`src/rtl/bcd_sched_pkg.sv`:
```
// Shared constants for the BCD converter scheduler: widths, limits,
// FSM state encoding and response path codes.
package bcd_sched_pkg;

    localparam int BIN_W = 32;
    localparam int BCD_W = 28;

    localparam logic [BIN_W-1:0] MAX_DEC = 32'd9999999;
    localparam logic [BCD_W-1:0] BCD_SAT = 28'h9999999;

    localparam logic [2:0] ST_IDLE  = 3'd0;
    localparam logic [2:0] ST_ARB   = 3'd1;
    localparam logic [2:0] ST_CLR   = 3'd2;
    localparam logic [2:0] ST_START = 3'd3;
    localparam logic [2:0] ST_WAIT  = 3'd4;
    localparam logic [2:0] ST_RESP  = 3'd5;

    localparam logic [1:0] PATH_OK  = 2'd0;
    localparam logic [1:0] PATH_OVF = 2'd1;
    localparam logic [1:0] PATH_ERR = 2'd2;

endpackage

```
`src/rtl/bcd_conv_scheduler_rr_arbiter.sv`:
```
// Combinational round-robin pick: first set request after ptr, wrapping.
// The pointer register itself lives in the scheduler.
module rr_arbiter #(
    parameter int NREQ = 4,
    localparam int IDX_W = $clog2(NREQ)
) (
    input  logic [NREQ-1:0]  req,
    input  logic [IDX_W-1:0] ptr,
    output logic [NREQ-1:0]  grant,
    output logic [IDX_W-1:0] idx,
    output logic             found
);

    int               cand;
    logic [IDX_W-1:0] cand_idx;

    // Walk offsets from farthest to nearest so the nearest hit is written last.
    always_comb begin
        grant    = '0;
        idx      = '0;
        found    = 1'b0;
        cand     = 0;
        cand_idx = '0;
        for (int off = NREQ; off >= 1; off--) begin
            cand     = (int'(ptr) + off) % NREQ;
            cand_idx = IDX_W'(cand);
            if (req[cand_idx]) begin
                grant           = '0;
                grant[cand_idx] = 1'b1;
                idx             = cand_idx;
                found           = 1'b1;
            end
        end
    end

endmodule

```
`src/rtl/bcd_conv_scheduler.sv`:
```
// Time-shares one binary-to-BCD converter between NREQ requesters with
// round-robin arbitration, overflow screening and a converter watchdog.
module bcd_conv_scheduler
    import bcd_sched_pkg::*;
#(
    parameter int               NREQ    = 4,
    parameter int               TIMEOUT = 100,
    parameter logic [BIN_W-1:0] MAX_DEC = bcd_sched_pkg::MAX_DEC
) (
    input  logic                  clk,
    input  logic                  reset_n,
    input  logic [NREQ-1:0]       req,
    input  logic [BIN_W*NREQ-1:0] req_data,
    output logic [NREQ-1:0]       resp_valid,
    output logic [BCD_W-1:0]      resp_bcd,
    output logic                  resp_ovf,
    output logic                  resp_err,
    output logic                  busy,
    output logic                  conv_reset_n,
    output logic                  conv_enable,
    output logic [BIN_W-1:0]      conv_binary,
    input  logic [BCD_W-1:0]      conv_bcd,
    input  logic                  conv_valid,
    output logic [2:0]            dbg_state
);

    // Handshake: a requester holds req[k] high with stable req_data until
    // resp_valid[k] pulses for one cycle; resp_* fields are valid in that cycle.

    localparam int IDX_W = $clog2(NREQ);
    localparam int TMR_W = $clog2(TIMEOUT);

    logic [2:0]       state;
    logic [IDX_W-1:0] rr_ptr;
    logic [IDX_W-1:0] gnt_idx;
    logic [BIN_W-1:0] op_reg;
    logic [TMR_W-1:0] timer;

    logic [NREQ-1:0]  arb_grant;
    logic [IDX_W-1:0] arb_idx;
    logic             arb_found;
    logic [BIN_W-1:0] sel_data;
    logic             sel_ovf;

    logic             enter_resp;
    logic [1:0]       resp_path;
    logic [IDX_W-1:0] resp_owner;
    logic [NREQ-1:0]  owner_onehot;

    rr_arbiter #(.NREQ(NREQ)) u_arb (
        .req   (req),
        .ptr   (rr_ptr),
        .grant (arb_grant),
        .idx   (arb_idx),
        .found (arb_found)
    );

    assign sel_data = req_data[arb_idx*BIN_W +: BIN_W];
    assign sel_ovf  = (sel_data > MAX_DEC);

    // Overflow responses skip the converter entirely, straight from ARB.
    always_comb begin
        enter_resp = 1'b0;
        resp_path  = PATH_OK;
        resp_owner = gnt_idx;
        if (state == ST_ARB && arb_found && sel_ovf) begin
            enter_resp = 1'b1;
            resp_path  = PATH_OVF;
            resp_owner = arb_idx;
        end else if (state == ST_WAIT) begin
            if (conv_valid) begin
                enter_resp = 1'b1;
            end else if (timer == TMR_W'(TIMEOUT - 1)) begin
                enter_resp = 1'b1;
                resp_path  = PATH_ERR;
            end
        end
    end

    assign owner_onehot = NREQ'(1) << resp_owner;

    always_ff @(posedge clk or negedge reset_n) begin
        if (!reset_n) begin
            state       <= ST_IDLE;
            rr_ptr      <= IDX_W'(NREQ - 1);
            gnt_idx     <= '0;
            op_reg      <= '0;
            timer       <= '0;
            conv_enable <= 1'b0;
            resp_valid  <= '0;
            resp_bcd    <= '0;
            resp_ovf    <= 1'b0;
            resp_err    <= 1'b0;
        end else begin
            resp_valid <= '0;
            if (enter_resp) begin
                resp_valid <= owner_onehot;
                case (resp_path)
                    PATH_OVF: begin
                        resp_bcd <= BCD_SAT;
                        resp_ovf <= 1'b1;
                        resp_err <= 1'b0;
                    end
                    PATH_ERR: begin
                        resp_bcd <= '0;
                        resp_ovf <= 1'b0;
                        resp_err <= 1'b1;
                    end
                    default: begin
                        resp_bcd <= conv_bcd;
                        resp_ovf <= 1'b0;
                        resp_err <= 1'b0;
                    end
                endcase
            end

            case (state)
                ST_IDLE: begin
                    if (|req) state <= ST_ARB;
                end
                ST_ARB: begin
                    if (arb_found) begin
                        gnt_idx <= arb_idx;
                        rr_ptr  <= arb_idx;
                        op_reg  <= sel_data;
                        state   <= sel_ovf ? ST_RESP : ST_CLR;
                    end else begin
                        state <= ST_IDLE;
                    end
                end
                ST_CLR: begin
                    conv_enable <= 1'b1;
                    timer       <= '0;
                    state       <= ST_START;
                end
                ST_START: begin
                    conv_enable <= 1'b0;
                    timer       <= '0;
                    state       <= ST_WAIT;
                end
                ST_WAIT: begin
                    if (enter_resp) state <= ST_RESP;
                    else            timer <= timer + 1'b1;
                end
                ST_RESP: begin
                    state <= ST_IDLE;
                end
                default: begin
                    state <= ST_IDLE;
                end
            endcase
        end
    end

    // The converter's DONE flag is sticky; CLR is the only way to rearm it.
    assign conv_reset_n = reset_n & (state != ST_CLR);
    assign conv_binary  = op_reg;
    assign busy         = (state != ST_IDLE);
    assign dbg_state    = state;

endmodule
```
`config.mk`:
```
export PLATFORM = sky130hd
export DESIGN_NAME = bcd_conv_scheduler
export DESIGN_NICKNAME = d
export VERILOG_FILES = /design/src/rtl/bcd_sched_pkg.sv /design/src/rtl/bcd_conv_scheduler_rr_arbiter.sv /design/src/rtl/bcd_conv_scheduler.sv
export SDC_FILE = /design/constraint.sdc
export NUM_CORES = 1
export LEC_CHECK = 0
export ABC_AREA = 1
export CAP_MARGIN = 30
export CORE_AREA = 2 2 118 120
export CTS_CLUSTER_DIAMETER = 120
export CTS_CLUSTER_SIZE = 24
export DETAILED_ROUTE_END_ITERATION = 16
export DIE_AREA = 0 0 120 122
export GPL_TIMING_DRIVEN = 1
export PLACE_DENSITY_LB_ADDON = 0.12
export SETUP_SLACK_MARGIN = 0.1
export SKIP_CTS_REPAIR_TIMING = 1
export SYNTH_ARGS = -nofsm -noshare
export SYNTH_HDL_FRONTEND = slang
export SYNTH_HIERARCHICAL = 1
export SYNTH_SLANG_ARGS = --single-unit
```
`constraint.sdc`:
```
create_clock -name clk -period 3.2 [get_ports clk]
set_input_delay 0.32 -clock clk [delete_from_list [all_inputs] [get_ports clk]]
set_output_delay 0.32 -clock clk [all_outputs]
set_load 0.01 [all_outputs]
```
### After elaboration in Yosys (flattened, before gate mapping)

Cells that the tools add are included.

* register bits after elaboration: 81
* output and inout port bits: 72
* input port bits: 163

* reduce and logical (&&, ||, !) cells: 11
* bitwise logic cells: 1
* muxes and demuxes: 37
* order comparisons: 5
* shifts and indexed selects: 2
* add/subtract/negate cells: 5
* eq/ne operators: 11

Operators by type and width (number)
* 128-bit by 8-bit indexed part select with 32-bit output: 1
* 28-bit one-hot mux with 2 select lines: 1
* 32-bit by 24-bit greater-than comparator with 1-bit output (second input constant): 1
* 2-bit 2-to-1 mux: 9
* 3-bit one-hot mux with 5 select lines: 1
* 1-bit 2-to-1 mux: 14
* 7-bit one-hot mux with 2 select lines: 1
* 2-bit by 3-bit less-than comparator with 1-bit output (second input constant): 4
* 3-bit 2-to-1 mux: 4
* 1-bit binary-select mux with 2-bit select: 4
* 7-bit by 1-bit adder with 7-bit output (second input constant): 1
* 7-bit == test (second input constant): 1
* 7-bit 2-to-1 mux: 1
* 3-bit by 2-bit == test with 1-bit output (second input constant): 2
* 2-bit != test (second input constant): 3
* 2-bit AND reduction: 3
* 2-bit by 1-bit adder with 2-bit output (second input constant): 2
* 2-bit adder (second input constant): 2
* 4-bit 2-to-1 mux: 1
* 2-bit nonzero test: 2
* 4-bit OR reduction: 1
* 1-bit by 2-bit left shift with 4-bit output (first input constant): 1
* 3-bit by 1-bit == test with 1-bit output (second input constant): 1
* 3-bit == test (second input constant): 1
* 9 further kinds: 10

### Logic depth before layout (Yosys ltp)

Gate-level depths: netlist of run 1.

* word-level depth: 13
* depth in mapped cells: 29
* gate-level depth less buffers: 27

### Modules after synthesis

The synthesis of run 1 kept the hierarchy.

By module, submodules not included
* bcd_conv_scheduler: area each 4536.9 um2, cells an instance 634, instances 1
* rr_arbiter: area each 480.5 um2, cells an instance 88, instances 1

### Worst setup path before layout of run 1

No wires, ideal clock.

* path type: reg2reg
* from: reg rr_ptr[0]
* to: reg resp_err
* cell stages (with the launch flop): 23
* arrival time: 3.066 ns
* setup time: 0.119 ns
* slack: 0.015 ns
* period minus slack after synthesis: 3.185 ns
* cell sequence: dfstp_2 -> inv_2 -> ha_1 -> inv_1 -> nand3_1 -> nand2_2 -> nor2_4 -> nor2_2 -> o21ai_1 -> buf_6 -> buf_2 -> o21ai_0 -> o22ai_1 -> nand3_1 -> nor2_1 -> nand2_1 -> nand2_1 -> nand2_1 -> nand2_2 -> nand2_4 -> buf_4 -> nand3_1 -> nand2_1

* cells in the longest elaborated chain, start to end: 13

RTL lines
* start, declared: RTL line bcd_conv_scheduler.sv:34 `logic [IDX_W-1:0] rr_ptr;`
* start signal, assigned: RTL line bcd_conv_scheduler.sv:85 `rr_ptr <= IDX_W'(NREQ - 1);`
* start signal, assigned: RTL line bcd_conv_scheduler.sv:124 `rr_ptr <= arb_idx;`
* 2-bit by 1-bit adder with 2-bit output: RTL line bcd_conv_scheduler_rr_arbiter.sv:25 `cand = (int'(ptr) + off) % NREQ;`
* 1-bit binary-select mux with 2-bit select: RTL line bcd_conv_scheduler_rr_arbiter.sv:27 `if (req[cand_idx]) begin`
* 1-bit 2-to-1 mux (not written as such): RTL line bcd_conv_scheduler_rr_arbiter.sv:27
* 2-bit 2-to-1 mux (3 in series): RTL line bcd_conv_scheduler_rr_arbiter.sv:27
* 2-bit 2-to-1 mux *: RTL line bcd_conv_scheduler_rr_arbiter.sv:27
* via arb_idx[0]: RTL line bcd_conv_scheduler.sv:40 `logic [IDX_W-1:0] arb_idx;`
* 128-bit by 8-bit indexed part select with 32-bit output *: RTL line bcd_conv_scheduler.sv:58 `assign sel_data = req_data[arb_idx*BIN_W +: BIN_W];`
* 32-bit by 24-bit greater-than comparator with 1-bit output *: RTL line bcd_conv_scheduler.sv:59 `assign sel_ovf = (sel_data > MAX_DEC);`
* 1-bit logical AND *: RTL line bcd_conv_scheduler.sv:66 `if (state == ST_ARB && arb_found && sel_ovf) begin`
* 2-bit 2-to-1 mux: RTL line bcd_conv_scheduler.sv:66
* 2-bit == test: RTL line bcd_conv_scheduler.sv:98 `case (resp_path)`
* 1-bit 2-to-1 mux: RTL line bcd_conv_scheduler.sv:98
* end signal, assigned: RTL line bcd_conv_scheduler.sv:102 `resp_err <= 1'b0;`
* end signal, assigned: RTL line bcd_conv_scheduler.sv:107 `resp_err <= 1'b1;`
* end signal, assigned: RTL line bcd_conv_scheduler.sv:112 `resp_err <= 1'b0;`
* end, declared: RTL line bcd_conv_scheduler.sv:17 `output logic resp_err,`

The timed path passes the listed nets; every way through them passes the cells marked *. The select of a mux whose other input is x is not followed.
A chain may end at the register's enable or synchronous reset.

### Worst setup path after layout of run 1

* from: reg rr_ptr[1]
* to: reg timer[5]

* cells in the longest elaborated chain, start to end: 13

RTL lines
* 2-bit by 1-bit adder with 2-bit output: RTL line bcd_conv_scheduler_rr_arbiter.sv:25
* 1-bit binary-select mux with 2-bit select: RTL line bcd_conv_scheduler_rr_arbiter.sv:27
* 1-bit 2-to-1 mux (not written as such): RTL line bcd_conv_scheduler_rr_arbiter.sv:27
* 2-bit 2-to-1 mux (3 in series): RTL line bcd_conv_scheduler_rr_arbiter.sv:27
* 2-bit 2-to-1 mux *: RTL line bcd_conv_scheduler_rr_arbiter.sv:27
* via arb_idx[0]: RTL line bcd_conv_scheduler.sv:40
* 128-bit by 8-bit indexed part select with 32-bit output *: RTL line bcd_conv_scheduler.sv:58
* 32-bit by 24-bit greater-than comparator with 1-bit output *: RTL line bcd_conv_scheduler.sv:59
* 1-bit logical AND *: RTL line bcd_conv_scheduler.sv:66
* 1-bit 2-to-1 mux *: RTL line bcd_conv_scheduler.sv:66
* 2-bit != test (no source line) *
* 2-bit AND reduction (no source line) *
* end signal, assigned: RTL line bcd_conv_scheduler.sv:143 `else timer <= timer + 1'b1;`
* end, declared: RTL line bcd_conv_scheduler.sv:37 `logic [TMR_W-1:0] timer;`

Marked as above.

==> results of run 1 <==
-- sequential cells by signal (all words and copies together), names as in the netlist --
name / flops
conv_binary: 32
resp_err: 1
gnt_idx: 2
resp_valid: 4
resp_ovf: 1
timer: 7
dbg_state: 3
rr_ptr: 2
conv_enable: 1
resp_bcd: 28
-- per-layer routing --
metal  global-route usage (%)  vias up  wire (um)
li1                         -     2731          -
met1                     23.6     2560       6460
met2                     38.5      212       8890
met3                     5.57       32       1280
met4                     9.78        0        487
met5                        0        -          0
-- worst register-to-register path: stages, from the launching register on --
cell and delay [ps]:
dfstp_2 540, inv_2 50, ha_4 290, inv_4 40
nand3_2 70, nand2_2 60, nor2_4 120, nor2_4 40
buf_6 110, o21ai_4 230, buf_12 150, buf_8 120
clkbuf_16 140, nand2_1 50, nand3_1 100, nand2_2 100
nand2_4 100, nor2_4 50, nand3_2 70, nand2_2 70
a21oi_4 180, nand2_4 100, nand2_8 120, nand3_4 160
nand3_1 130, nand2_1 60
-- worst max-delay path by stage --
stage / start / endpoint / slack (ps) / cells after the start
floorplan: rr_ptr[0]$_DFFE_PN1P_ / resp_err$_DFFE_PN0N_ / 120 / 23
detailed placement: rr_ptr[1]$_DFFE_PN1P_ / timer[3]$_DFFE_PN0P_ / -170 / 23
CTS: rr_ptr[1]$_DFFE_PN1P_ / timer[3]$_DFFE_PN0P_ / -200 / 23
global route: rr_ptr[1]$_DFFE_PN1P_ / timer[6]$_DFFE_PN0P_ / -350 / 23
finish: rr_ptr[1]$_DFFE_PN1P_ / timer[5]$_DFFE_PN0P_ / -170 / 25
global placement: rr_ptr[1]$_DFFE_PN1P_ / timer[0]$_DFFE_PN0P_ / -70 / 23
-- area by class of cell --
cell class              instances  area [um2]
flip-flops and latches         81        2030
repair buffers                293        3020
multi-input cells             511        2570
clock buffers                  10         239
well taps                     180         225
inverters                      42         165
clock inverters                 6        67.6
fillers                      1216        5180
-- report_power, final --
part | total [uW] | leakage (uW) | internal, uW | switching [uW]
logic | 7920 | 0.00276 | 3670 | 4250
clock network | 1050 | 0.000145 | 627 | 425
registers | 1740 | 0.000976 | 1470 | 267
total | 10700 | 0.00388 | 5770 | 4950
-- metrics by stage --
stage	cells	hold WS, ps
floorplan	674	24.4
global placement	1090	463
detailed placement	1091	324
CTS	1107	-35.7
global route	1123	501
finish	1123	484
==> qor.csv, run 1 <==
metric;value;unit
Setup TNS;-4920;ps
total grt overflow;0;
antenna diode count;0;
clk buf depth;2;
LEAKAGE;0.00388;uW
hold path depth;2;
origin of the critical flop-to-flop path;rr_ptr[1]$_DFFE_PN1P_;
Post-Syn Area;4770;um2
CTS tree;done;
Min-Delay Endpoint;gnt_idx[1]$_DFFE_PN0P_;
Post-Syn Nets;839;
worst skew pair latency;340;ps
CTS clk-pin slew, worst paths;60;ps
first-pass GRT wire length;24900;um
Highest Clock Rate;0.297;GHz
Design Area, Final;8320;um2
most common cell after layout, fill and taps aside;clkdlybuf4s50_1;
Std-Cell Rows;43;
GPL Wtd Cong;0.841;
port bufs;234;
P per Cell Area;1290;nW/um2
Die ar.;14600;um2
Final Total Pwr;10700;uW
Top Family by Delay on Critical Path;simple AND/OR/NAND/NOR gates;
Iter 0 DRT Violations;319;
fin crit period;3370;ps
ANT nets after route;0;
vias in the first global route;5270;
HP Class;reg2reg;
routed via count;5535;
CTS Buf Count;9;
Die Span Y;122;um
Worst slew margin;30.6;%
Setup WS post-layout;-172;ps
Max FO, Critical Path;8;
Max Clock Skew;5.89;ps
antenna violations before repair;0;
setup repair after global routing missed its margin;yes;
startpoint types;flop;
Slew Viols, Final;0;
DR WL/cell;15.2;um
vias per cell;4.93;
crit end category;flop;
Ports;235;
r2r endpoint;timer[5]$_DFFE_PN0P_;
syn_area_per_cell;7.07;um2
reg-to-reg setup timing slack;-170;ps
failing checks;setup timing;
Crit Path Class;reg2reg;
pin count of the biggest net entering global routing;66;
DRT Pass-1 Iters;5;
Starting Density;35.3;%
Slew @ Worst Pin;1040;ps
nets@finish;1103;
maximum vdd ir drop;782;uV
final period utilization;105;%
Place WS;-173;ps
FF-to-FF path depth;25;
Worst Path Arrival;3600;ps
most frequent cells in the layout;233 x clkdlybuf4s50_1, 232 x nand2_1, 94 x nand3_1;
Syn Inst Count;674;
GR Util All Layers;21.4;%
status;finished, violations left;
DP Area;7520;um2
H-tree depth;3;
Final setup viols;43;
core area;13500;um2
die width;120;um
final hold violations;0;
final design utilization;61.6;%
Post-Route WL;17100;um
Crit path required time;3420;ps
CTS Sinks;81;
HP Start;gnt_idx[1]$_DFFE_PN0P_;
DRC;0;
Worst path slowest cell;dfstp_2;
share of layout cells above drive strength 1;15.4;%
Critical path buffers and inverters;6;
YS warnings;6;
Area Growth Syn to Fin;74.6;%
Max Cap Viol;0;
Clock Root Buffer;clkbuf_16;
Detailed Place HPWL;12200;um
crit-path max cell delay;540;ps
Note: power is estimated with default switching activity, not from simulation.
==> inputs of run 2 (changes only) <==
--- a/config.mk
+++ b/config.mk
@@ -7,11 +7,11 @@
 export LEC_CHECK = 0
 export ABC_AREA = 1
 export CAP_MARGIN = 30
-export CORE_AREA = 2 2 118 120
+export CORE_AREA = 2 2 114 116
 export CTS_CLUSTER_DIAMETER = 120
 export CTS_CLUSTER_SIZE = 24
 export DETAILED_ROUTE_END_ITERATION = 16
-export DIE_AREA = 0 0 120 122
+export DIE_AREA = 0 0 116 118
 export GPL_TIMING_DRIVEN = 1
 export PLACE_DENSITY_LB_ADDON = 0.12
 export SETUP_SLACK_MARGIN = 0.1
==> constraint.sdc (replaced) <==
create_clock -name clk -period 3.25 [get_ports clk]
set_input_delay 0.325 -clock clk [delete_from_list [all_inputs] [get_ports clk]]
set_output_delay 0.325 -clock clk [all_outputs]
set_load 0.01 [all_outputs]
==> qor.csv, run 2 (synthesis results as in run 1) <==
metric;value;unit;change
most common cell after layout, fill and taps aside;clkdlybuf4s50_1;;unchanged
Clock Root Buffer;clkbuf_16;;unchanged
Std-Cell Rows;41;;was 43
Post-Route WL;17800;um;was 17100 um
H-tree depth;3;;unchanged
Crit Path Class;reg2reg;;unchanged
status;finished, violations left;;unchanged
most frequent cells in the layout;233 x clkdlybuf4s50_1, 227 x nand2_1, 91 x nand3_1;;was 233 x clkdlybuf4s50_1, 232 x nand2_1, 94 x nand3_1
P per Cell Area;1270;nW/um2;was 1290 nW/um2
met1 Use GR;26.4;%;was 23.6%
Ports;235;;unchanged
clk buf depth;2;;unchanged
final period utilization;100;%;was 105%
DP Area;7350;um2;was 7520 um2
CTS tree;done;;unchanged
pin count of the biggest net entering global routing;57;;was 66
DRT Pass-1 Iters;6;;was 5
total grt overflow;0;;unchanged
Design Area, Final;8320;um2;about the same
CTS Buf Count;9;;unchanged
worst skew pair latency;340;ps;about the same
Setup TNS;-1.81;ps;was -4920 ps
gr busiest metal;met2;;unchanged
Iter 0 DRT Violations;388;;was 319
Setup WS post-layout;-1.81;ps;was -172 ps
CTS Sinks;81;;unchanged
DRC;0;;unchanged
Max Cap Viol;0;;unchanged
vias in the first global route;5185;;was 5270
DR WL/cell;16.2;um;was 15.2 um
antenna diode count;0;;unchanged
LEAKAGE;0.00387;uW;was 0.00388 uW
failing checks;setup timing;;unchanged
maximum vdd ir drop;784;uV;was 782 uV
vias per cell;5.13;;was 4.93
Highest Clock Rate;0.308;GHz;was 0.297 GHz
met3 Use GR;4.94;%;was 5.57%
Final setup viols;1;;was 43
Die ar.;13700;um2;was 14600 um2
met2 Use GR;40.9;%;was 38.5%
antenna violations before repair;0;;unchanged
GR Util All Layers;22.8;%;was 21.4%
final hold violations;0;;unchanged
crit end category;flop;;unchanged
origin of the critical flop-to-flop path;rr_ptr[0]$_DFFE_PN1P_;;was rr_ptr[1]$_DFFE_PN1P_
ANT nets after route;0;;unchanged
Max FO, Critical Path;8;;unchanged
Crit path required time;3470;ps;was 3420 ps
CTS clk-pin slew, worst paths;60;ps;about the same
Area Growth Syn to Fin;74.5;%;was 74.6%
first-pass GRT wire length;25000;um;was 24900 um
Critical path origin;rr_ptr[0]$_DFFE_PN1P_;;was rr_ptr[1]$_DFFE_PN1P_
share of layout cells above drive strength 1;14.9;%;was 15.4%
Worst Path Arrival;3470;ps;was 3600 ps
Slew @ Worst Pin;1070;ps;was 1040 ps
nets@finish;1091;;was 1103
HP Class;in2async;;was reg2reg
startpoint types;flop;;unchanged
routed via count;5653;;was 5535
Starting Density;38.4;%;was 35.3%
Worst slew margin;28.5;%;was 30.6%
GPL Wtd Cong;0.849;;was 0.841
setup repair after global routing missed its margin;yes;;unchanged
Die Span Y;118;um;was 122 um
max reg flops;32;;unchanged
die width;116;um;was 120 um
core area;12400;um2;was 13500 um2
Slew Viols, Final;0;;unchanged
fin crit period;3250;ps;was 3370 ps
port bufs;234;;unchanged
Detailed Place HPWL;12200;um;about the same
Max Clock Skew;7.13;ps;was 5.89 ps
## run 2: layout make-up
| class | count | area, um2 |
|---|---|---|
| inverter | 42 | 165 |
| tap | 172 | 215 |
| timing repair inverter | 1 | 11.3 |
| clock buffer | 10 | 229 |
| fill | 1057 | 4100 |
| clock inverter | 6 | 82.6 |
| timing repair buffer | 279 | 2980 |
| sequential | 81 | 2030 |
| multi-input combinational | 512 | 2600 |
## run 2: final timing paths
path / to / depth (start not counted) / slack (ps)
worst max-delay path: timer[4]$_DFFE_PN0P_ / 26 / -2
worst min-delay path: dbg_state[2]$_DFFE_PN0P_ / 2 / 450
worst max register to register: timer[4]$_DFFE_PN0P_ / 26 / -2
worst min register to register: conv_binary[16]$_DFFE_PN0P_ / 2 / 480
max in group asynchronous: conv_binary[2]$_DFFE_PN0P_ / 3 / 1780
min in group clk: conv_binary[16]$_DFFE_PN0P_ / 2 / 480
## run 2: per-stage QoR
step | setup WS (ps) | total power (uW) | hold WS [ps] | instances | util, %
floorplan | 172 | 5490 | 29.4 | 674 | -
global placement | -34.9 | 7500 | 263 | 1064 | 59.2
detailed placement | -145 | 7650 | 260 | 1064 | 59.2
CTS | -130 | 8740 | -95.4 | 1080 | 61.7
global route | -187 | 11300 | 494 | 1103 | 67.0
finish | -1.81 | 10500 | 448 | 1103 | 67.0
## run 2: layer usage
layer / wire length [um] / part of all wire, %
met5: 0 / 0
met4: 442 / 2.5
met3: 1370 / 7.7
met2: 9400 / 53
met1: 6610 / 37
## run 2: report_power, final
part	switching (uW)	leakage [uW]	total (uW)	internal [uW]
logic	4240	0.00274	7740	3500
clock network	397	0.000152	1070	669
registers	264	0.000976	1710	1450
## run 2: worst max-delay path, stage by stage, from the launching register on
cell and delay [ps]:
dfstp_2 530, inv_2 50, ha_4 300, inv_4 40, nand3_2 60, nand2_2 60
nor2_4 90, nor2_4 50, nand2_2 70, o21ai_4 90, buf_6 150, clkbuf_16 160
or2_2 300, nand3_2 70, nand2_1 60, nand2_2 100, nand2_1 60, nand2_1 70
nand2_1 60, nand2_1 60, nand2_1 60, nand2_2 70, nand2_4 90, nand2_4 100
nand3_4 180, nand3_2 140, nand2_1 60
